--- config.mk ---
export PLATFORM = sky130hd
export DESIGN_NAME = uart_rx
export DESIGN_NICKNAME = d
export VERILOG_FILES = /design/src/rtl/uart_rx_pkg.sv /design/src/rtl/uart_rx_baud_tick.sv /design/src/rtl/uart_rx.sv
export SDC_FILE = /design/constraint.sdc
export NUM_CORES = 1
export LEC_CHECK = 0
export CAP_MARGIN = 20
export CORE_MARGIN = 5
export CORE_UTILIZATION = 45
export DETAILED_ROUTE_END_ITERATION = 16
export RECOVER_POWER = 50
export SYNTH_ARGS = -nofsm -noshare
export SYNTH_HDL_FRONTEND = slang
export SYNTH_SLANG_ARGS = --single-unit
--- constraint.sdc ---
create_clock -name clk -period 3 [get_ports clk]
set_input_delay 0.6 -clock clk [delete_from_list [all_inputs] [get_ports clk]]
set_output_delay 0.6 -clock clk [all_outputs]
set_load 0.02 [all_outputs]
--- src/rtl/uart_rx_pkg.sv ---
// Shared UART definitions: receiver state encoding, oversampling constants
// and the baud tick divisor calculation.
package uart_rx_pkg;

  typedef enum logic [2:0] {
    IDLE  = 3'd0,
    START = 3'd1,
    DATA  = 3'd2,
    STOP  = 3'd3,
    BREAK = 3'd4
  } uart_state_e;

  localparam int unsigned OVS     = 16;
  localparam int unsigned OVS_MID = OVS / 2 - 1;

  // Truncating divisor: clk cycles per oversampling tick.
  function automatic int unsigned baud_div(input int unsigned clock_freq,
                                           input int unsigned baud_rate);
    return clock_freq / (OVS * baud_rate);
  endfunction

endpackage

--- src/rtl/uart_rx_baud_tick.sv ---
// Free-running 16x oversampling tick generator; shared with the transmitter.
module uart_baud_tick
  import uart_rx_pkg::*;
#(
  parameter int unsigned CLOCK_FREQ = 100_000_000,
  parameter int unsigned BAUD_RATE  = 115200
) (
  input  logic clk,
  input  logic reset_n,
  output logic tick
);

  localparam int unsigned DIV = baud_div(CLOCK_FREQ, BAUD_RATE);
  localparam int unsigned CW  = (DIV > 1) ? $clog2(DIV) : 1;
  localparam logic [CW-1:0] CNT_LAST = CW'(DIV - 1);

  logic [CW-1:0] cnt_q, cnt_d;

  always_comb begin
    cnt_d = cnt_q + 1'b1;
    if (cnt_q == CNT_LAST) cnt_d = '0;
  end

  always_ff @(posedge clk or negedge reset_n) begin
    if (!reset_n) cnt_q <= '0;
    else          cnt_q <= cnt_d;
  end

  assign tick = (cnt_q == CNT_LAST);

endmodule

--- src/rtl/uart_rx.sv ---
// UART receiver: 16x oversampled, LSB-first, mid-bit sampling, with framing
// error flag and break (held-low line) suppression.
module uart_rx
  import uart_rx_pkg::*;
#(
  parameter int unsigned DBIT       = 8,
  parameter int unsigned SB_TICK    = 16,
  parameter int unsigned CLOCK_FREQ = 100_000_000,
  parameter int unsigned BAUD_RATE  = 115200
) (
  input  logic            clk,
  input  logic            reset_n,
  input  logic            rx,
  output logic [DBIT-1:0] rx_dout,
  output logic            rx_done_tick,
  output logic            frame_err,
  output logic            rx_busy
);

  localparam int unsigned SW = (SB_TICK > 16) ? $clog2(SB_TICK) : 4;
  localparam int unsigned NW = (DBIT > 1) ? $clog2(DBIT) : 1;
  localparam logic [SW-1:0] S_MID       = SW'(OVS_MID);
  localparam logic [SW-1:0] S_BIT_LAST  = SW'(OVS - 1);
  localparam logic [SW-1:0] S_STOP_LAST = SW'(SB_TICK - 1);
  localparam logic [NW-1:0] N_LAST      = NW'(DBIT - 1);

  logic            s_tick;
  logic            sync1_q, rx_s_q;
  uart_state_e     state_q, state_d;
  logic [SW-1:0]   s_q, s_d;
  logic [NW-1:0]   n_q, n_d;
  logic [DBIT-1:0] b_q, b_d;
  logic [DBIT-1:0] dout_q, dout_d;
  logic            done_q, done_d;
  logic            ferr_q, ferr_d;

  uart_baud_tick #(
    .CLOCK_FREQ(CLOCK_FREQ),
    .BAUD_RATE (BAUD_RATE)
  ) u_baud_tick (
    .clk    (clk),
    .reset_n(reset_n),
    .tick   (s_tick)
  );

  always_ff @(posedge clk or negedge reset_n) begin
    if (!reset_n) begin
      sync1_q <= 1'b1;
      rx_s_q  <= 1'b1;
    end else begin
      sync1_q <= rx;
      rx_s_q  <= sync1_q;
    end
  end

  always_comb begin
    state_d = state_q;
    s_d     = s_q;
    n_d     = n_q;
    b_d     = b_q;
    dout_d  = dout_q;
    done_d  = 1'b0;
    ferr_d  = ferr_q;
    case (state_q)
      IDLE: begin
        if (!rx_s_q) begin
          s_d     = '0;
          state_d = START;
        end
      end
      START: begin
        if (s_tick) begin
          if (s_q == S_MID) begin
            if (!rx_s_q) begin
              s_d     = '0;
              n_d     = '0;
              state_d = DATA;
            end else begin
              state_d = IDLE;
            end
          end else begin
            s_d = s_q + 1'b1;
          end
        end
      end
      DATA: begin
        if (s_tick) begin
          if (s_q == S_BIT_LAST) begin
            s_d = '0;
            b_d = {rx_s_q, b_q[DBIT-1:1]};
            if (n_q == N_LAST) state_d = STOP;
            else               n_d = n_q + 1'b1;
          end else begin
            s_d = s_q + 1'b1;
          end
        end
      end
      STOP: begin
        if (s_tick) begin
          if (s_q == S_STOP_LAST) begin
            dout_d  = b_q;
            done_d  = 1'b1;
            ferr_d  = ~rx_s_q;
            // A low stop bit may be the start of a break; wait for release.
            state_d = rx_s_q ? IDLE : BREAK;
          end else begin
            s_d = s_q + 1'b1;
          end
        end
      end
      BREAK: begin
        if (rx_s_q) state_d = IDLE;
      end
      default: state_d = IDLE;
    endcase
  end

  always_ff @(posedge clk or negedge reset_n) begin
    if (!reset_n) begin
      state_q <= IDLE;
      s_q     <= '0;
      n_q     <= '0;
      b_q     <= '0;
      dout_q  <= '0;
      done_q  <= 1'b0;
      ferr_q  <= 1'b0;
    end else begin
      state_q <= state_d;
      s_q     <= s_d;
      n_q     <= n_d;
      b_q     <= b_d;
      dout_q  <= dout_d;
      done_q  <= done_d;
      ferr_q  <= ferr_d;
    end
  end

  assign rx_dout      = dout_q;
  assign rx_done_tick = done_q;
  assign frame_err    = ferr_q;
  assign rx_busy      = (state_q != IDLE);

endmodule

==> metrics.md, run 1 <==
| Metric | Value |
|---|---|
| RSZ-0062 raised after global routing | `no` |
| FMAX | `419.6 MHz` |
| Largest net degree at the start of global routing | `37` |
| Final Instance Area | `1999 um^2` |
| Max FO, Critical Path | `14` |
| Post-detailed-route wirelength per cell | `15.35 um` |
| Worst Setup Start Kind | `flop` |
| Detail Route Antenna Nets | `0` |
| Initial DRC count | `89` |
| Status | `finished, final reports clean` |
| Finished Layout Cells | `209` |
| Slew Viols, Final | `0` |
| Initial antenna violation count | `0` |
| Hold Crit Class | `flop to flop` |
| Final setup violation count | `0` |
| Core ar. | `around 3700 um^2` |
| Worst R2R Setup Slack | `between 0.8 and 0.9 ns` |
| Synth area leader | `dfrtp_1` |
| RePlAce Congestion | `0.8253` |
| Number of global-route vias before repair | `1170` |
| Placed inst area | `about 1900 um^2` |
| Ys async rst share | `100.0%` |
| Largest stage delay on the critical path | `0.55 ns` |
| Clk_lat worst skew | `0.28 ns` |
| Area growth syn-to-layout | `15.71%` |
| GRT Total Usage | `around 14%` |
| Max-cap violations | `0` |
| Drt pass-1 iters | `4` |
| Maximum vdd drop | `332.5 uV` |
| Synthesized Nets | `between 150 and 200` |
| Commonest cells in the netlist | `dfrtp_1, mux2_2, nor2_1` |
| Yosys Warn Count | `0` |
| Worst EP required | `2.40 ns` |
| CTS sink cnt | `36` |
| Drt via density | `~5.5` |
| Most frequent cell after synthesis | `dfrtp_1` |
| Fin crit share | `roughly four fifths` |
| Post-synth design cell area | `1728 um^2` |
| Post-synth top area share | `49.24%` |
| Main synth FF type | `dfrtp_1` |
| CTS Root Cell | `clkbuf_8` |
| DRC viols | `0` |
| I/O Buffers | `13` |
| Min Tclk post-route | `2.383 ns` |
| Placed instance count | `between 200 and 250` |
| Fin. Hold Viols | `0` |
| Post-CTS Setup Bufs | `0` |
| CTS tree | `done` |
| Clock skew | `0.006204 ns` |
| I/O pin count | `14` |
| CP endpoint kind | `primary output` |
| CP max-delay cell | `dfrtp_1` |
| Synthesized area per cell | `12.08 um^2` |
| Synth area leaders | `dfrtp_1, mux2_2, ha_1` |
| Final wirelength | `approximately 3200 um` |
| Hold_buf cts | `0` |
| Distinct cells, synth | `44` |
| Worst relative slew slack | `45.42%` |
| Sequential fraction of the synthesis area | `52.28%` |
| PD cells | `430.4 nW/um^2` |
| Die width | `just over 70 um` |
| Share of cells above drive strength 1 | `~22%` |
| Grt ovf | `0` |
| Critical Path, Cell by Cell | `or3_1 -> clkdlybuf4s50_1` |
| Post-detail-place hpwl | `2252 um` |
| Nets@finish | `around 170` |
| Instance count of the mapped netlist | `143` |
| CP Class | `flop to primary output` |
| H-tree lvl count | `2` |
| Clock buffer depth | `2` |
| Initial Utilization | `46.85%` |
| Ant. Diodes | `0` |
| Min Hold Slack | `0.3573 ns` |
| Global-route wire length before repair | `5499 um` |
| Worst-Margin Slew | `0.8156 ns` |
| Number of synthesized flops with an enable pin | `0` |
| Fin Setup TNS | `0 ns` |
| Post-CTS resize count | `0` |
| Clock slew at reported path FFs | `0.07 ns` |
| Via count | `1156` |
| Die height | `71.97 um` |
| Area of the die | `5179 um^2` |
| FP Rows | `22` |
| Num CTS Buffers | `5` |
| Flops & latches, synth | `36` |
| Arr. time, crit path | `1.78 ns` |
| LEAKAGE | `0.8791 nW` |
[per-stage QoR]
stage,setup WS (ns),utilization (%),total power [mW]
after CTS,0.5933,54.31,0.8767
final,0.6169,54.21,0.8606
after floorplan,0.9062,-,0.5000
after global placement,0.8676,51.76,0.5141
after detailed placement,0.8049,51.76,0.5147
after global routing,0.5420,54.21,0.9017
[state kept, by name, indices dropped and copies added (netlist names)]
name and count:
b_q 8, frame_err 1, n_q 3, rx_done_tick 1, rx_dout 8, rx_s_q 1
s_q 4, state_q 3, sync1_q 1, u_baud_tick.cnt_q 6
[report_power, final]
part	switching, mW	leakage (nW)	internal [mW]
registers	0.00147	0.477	0.488
clock network	0.170	0.0445	0.187
logic	0.0109	0.358	0.00370
[cells in the final DEF, fill, tap and decap left out, types with 3 or more instances in the layout]
cell	synthesis	layout
clkdlybuf4s50_1	0	11
clkbuf_8	0	6
nor3b_1	3	3
o21ai_0	3	3
mux2_2	17	17
dfrtp_1	34	34
a31oi_1	7	7
nor2_1	10	10
ha_1	5	5
inv_1	5	5
nand3b_1	3	3
nand3_1	5	5
nand2_1	7	7
[path summary, 6_finish.rpt]
path / from / end / cells after the start
worst min-delay path: sync1_q / rx_s_q / 0
worst max-delay path: state_q[1] / rx_busy / 2
worst max register to register: n_q[0] / n_q[0] / 6
max in group asynchronous: reset_n / rx_s_q / 2
worst min register to register: sync1_q / rx_s_q / 0
min in group asynchronous: reset_n / state_q[0] / 2
[cell type report]
cell class | count | area, um^2
Timing Repair Buffer | 15 | 141.4
Clock inverter | 1 | 7.507
Clock buffer | 7 | 86.33
Tap cell | 48 | 60.06
Inverter | 5 | 18.77
Multi-Input combinational cell | 97 | 782.0
Fill cell | 353 | 1689
Sequential cell | 36 | 903.4
[worst max-delay path, delay by kind of cell (launching register included)]
| family | cells | cell delay, ns |
|---|---|---|
| flip-flops | 1 | 0.55 |
| buffers and inverters | 1 | 0.54 |
| AND/OR/NAND/NOR | 1 | 0.41 |
[per-layer routing]
layer  vias to the layer above  global-route usage (%)  part of all wire [%]
met3                         5                   3.463                   4.0
met2                        20                   21.94                    48
li1                        552                       -                     -
met5                         -                       0                     0
met4                         0                   6.889                   1.5
met1                       579                   18.23                    46
[cell families (layout without fill, tap and decap cells)]
family                     Yosys count  count (layout)  share of synthesized area [%]
buffers and inverters               10              28                          2.461
DFF                                 36              36                          52.28
xor gates and xnor gates             4               4                          2.028
muxes                               20              20                          13.11
AOI/OAI and AO/OA                   24              24                          11.30
adders and majority gates            5               5                          3.621
and+or+nand+nor                     44              44                          15.21
Power figures use the tool's default switching activity.
==> run 2: changes to the inputs <==
==> constraint.sdc (replaced) <==
create_clock -name clk -period 2.3 [get_ports clk]
set_input_delay 0.46 -clock clk [delete_from_list [all_inputs] [get_ports clk]]
set_output_delay 0.46 -clock clk [all_outputs]
set_load 0.02 [all_outputs]
==> run 2 against run 1 <==
Compared with the run above: clock power up 17%; critical path depth up 4; setup slack worse by 0.50 ns; power up 25%; first-iteration DRC count down 37%; sequential cell count unchanged; register-to-register slack worse by 0.69 ns; count of clock-buffer cells in the layout unchanged; die area unchanged; highest routed layer unchanged.
==> metrics.md, run 2 (synthesis results as in run 1) <==
| Metric | Value |
|---|---|
| Status | `finished, final reports clean` |
| Hold Crit Class | `flop to flop` |
| Cell Int Power | `852.9 uW (+26%)` |
| Via count | `1152 (-0.35%)` |
| LEAKAGE | `0.9063 nW (+3.1%)` |
| Clk_lat worst skew | `0.28 ns (about the same)` |
| Core ar. | `3689 um^2 (unchanged)` |
| Placed inst area | `1947 um^2 (+2.0%)` |
| CTS tree | `done` |
| Leading cell type in the layout, fill and taps excluded | `dfrtp_1` |
| Reg2reg start | `n_q[0]` |
| Maximum vdd drop | `301.9 uV (-9.2%)` |
| Final setup violation count | `0 (unchanged)` |
| Net Sw Frac | `20.52% (-0.72 points)` |
| I/O pin count | `14 (unchanged)` |
| Fin crit share | `between 90% and 100%` |
| Detail Route Antenna Nets | `0 (unchanged)` |
| Ant. Diodes | `0 (unchanged)` |
| I/O Buffers | `13 (unchanged)` |
| CTS Root Cell | `clkbuf_8` |
| Die height | `71.97 um (unchanged)` |
| Largest net degree at the start of global routing | `37 (unchanged)` |
| Most frequent cells in the layout | `dfrtp_1, mux2_2, clkdlybuf4s50_1` |
| Post-detail-place hpwl | `2269 um (+0.72%)` |
| PD cells | `528.7 nW/um^2 (+23%)` |
| Share of cells above drive strength 1 | `24.55% (+2.2 points)` |
| Clock slew at reported path FFs | `0.07 ns (about the same)` |
| FP Rows | `22 (unchanged)` |
| Final wirelength | `3126 um (-2.6%)` |
| Post-CTS resize count | `0 (unchanged)` |
| Global-route wire length before repair | `5526 um (+0.49%)` |
| DRC viols | `0 (unchanged)` |
| RePlAce Congestion | `0.8586 (+4.0%)` |
| Fin. Hold Viols | `0 (unchanged)` |
| Num CTS Buffers | `5 (unchanged)` |
| Area of the die | `5179 um^2 (unchanged)` |
| Die width | `71.97 um (unchanged)` |
| Clock skew | `0.008673 ns (+0.002468 ns)` |
| Clock Power Share | `38.8% (-2.7 points)` |
| Fin Setup TNS | `0 ns (unchanged)` |
| CTS sink cnt | `36 (unchanged)` |
| Number of global-route vias before repair | `1182 (+1.0%)` |
| Sequential power share | `59.5% (+2.7 points)` |
| Arr. time, crit path | `2.35 ns (+0.57 ns)` |
| Grt ovf | `0 (unchanged)` |
| Worst-Margin Slew | `0.8693 ns (+0.05370 ns)` |
| Drt pass-1 iters | `4 (unchanged)` |
| P_sw | `220.2 uW (+20%)` |
| Initial antenna violation count | `0 (unchanged)` |
| Min Tclk post-route | `2.180 ns` |
| Worst R2R Setup Slack | `0.12 ns (-0.69 ns)` |
| Max-cap violations | `0 (unchanged)` |
| FMAX | `~460 MHz` |
| H-tree lvl count | `2 (unchanged)` |
| Clock buffer depth | `2 (unchanged)` |
| GRT Total Usage | `13.55% (-0.50 points)` |
| Fillers | `342 (-3.1%)` |
| Max FO, Critical Path | `3 (-11)` |
| Post-detailed-route wirelength per cell | `14.54 um (-5.3%)` |
| RSZ-0062 raised after global routing | `no` |
| Worst Setup Start Kind | `flop` |
| Slew Viols, Final | `0 (unchanged)` |
| Worst EP required | `2.47 ns (+0.07 ns)` |
| Worst Min Path Start | `sync1_q` |
| Initial Utilization | `46.85% (unchanged)` |
| Final Instance Area | `2029 um^2 (+1.5%)` |
| Nets@finish | `174 (+3.6%)` |
| Worst relative slew slack | `42.04% (-3.4 points)` |
| Drt via density | `5.358 (-3.1%)` |
| CP Class | `flop to flop` |
| CP endpoint kind | `flop` |
| Comb power frac | `1.7% (about the same)` |
| Worst setup path start | `n_q[0]` |
| Initial DRC count | `56 (-37%)` |
| Area growth syn-to-layout | `17.45%` |
-- run 2: area by class of cell --
class | instances | area [um^2] | share of cell area [%]
clock buffer | 7 | 76.32 | 3.761
clock inverter | 1 | 5.005 | 0.2466
inverter | 5 | 18.77 | 0.9248
multi-input combinational | 97 | 782.0 | 38.53
sequential | 36 | 903.4 | 44.51
tap | 48 | 60.06 | 2.959
timing repair buffer | 21 | 183.9 | 9.063
-- run 2: routing by layer --
| layer | global-route usage [%] | share of wire (%) |
|---|---|---|
| met5 | 0 | 0 |
| met4 | 3.758 | 0.51 |
| met3 | 4.986 | 3.8 |
| met2 | 21.73 | 49 |
| met1 | 17.26 | 46 |
-- run 2: power groups by stage --
stage          Clock [mW]  Combinational (mW)  Sequential [mW]
5_1_grt             0.474              0.0218            0.638
6_report            0.417              0.0181            0.638
3_5_place_dp            0              0.0206            0.650
4_1_cts             0.435              0.0206            0.638
3_3_place_gp            0              0.0205            0.650
2_1_floorplan           0             0.00285            0.649
-- run 2: worst paths after layout --
path | end | depth (start not counted)
max reg2reg | n_q[0] | 6
max | n_q[0] | 6
min | rx_s_q | 0
min in group asynchronous | s_q[3] | 2
min reg2reg | rx_s_q | 0
max in group asynchronous | b_q[4] | 2
-- run 2: through the flow --
step | cells | util (%) | power [mW] | hold slack (ns) | setup slack, ns
final | 215 | 55.02 | 1.073 | 0.3563 | 0.1203
after global routing | 215 | 55.02 | 1.133 | 0.3640 | 0.05307
after CTS | 214 | 54.99 | 1.094 | 0.3573 | 0.06823
after detailed placement | 206 | 52.78 | 0.6706 | 0.3478 | 0.08230
after global placement | 206 | 52.78 | 0.6706 | 0.3472 | 0.1621
after floorplan | 143 | - | 0.6522 | 0.1644 | 0.2062
-- run 2: what timing repair did --
item | CTS | global route
endpoints found under the setup margin | 0 | 1
hold buffers | 0 | 0
setup buffers | 0 | 1
-- run 2: worst max-delay path, stage by stage (launching register included) --
cell and delay (ns):
dfrtp_1 0.41, ha_1 0.21, ha_1 0.20, or3b_1 0.40, a2111oi_4 0.38, o211ai_2 0.16
mux2_4 0.31
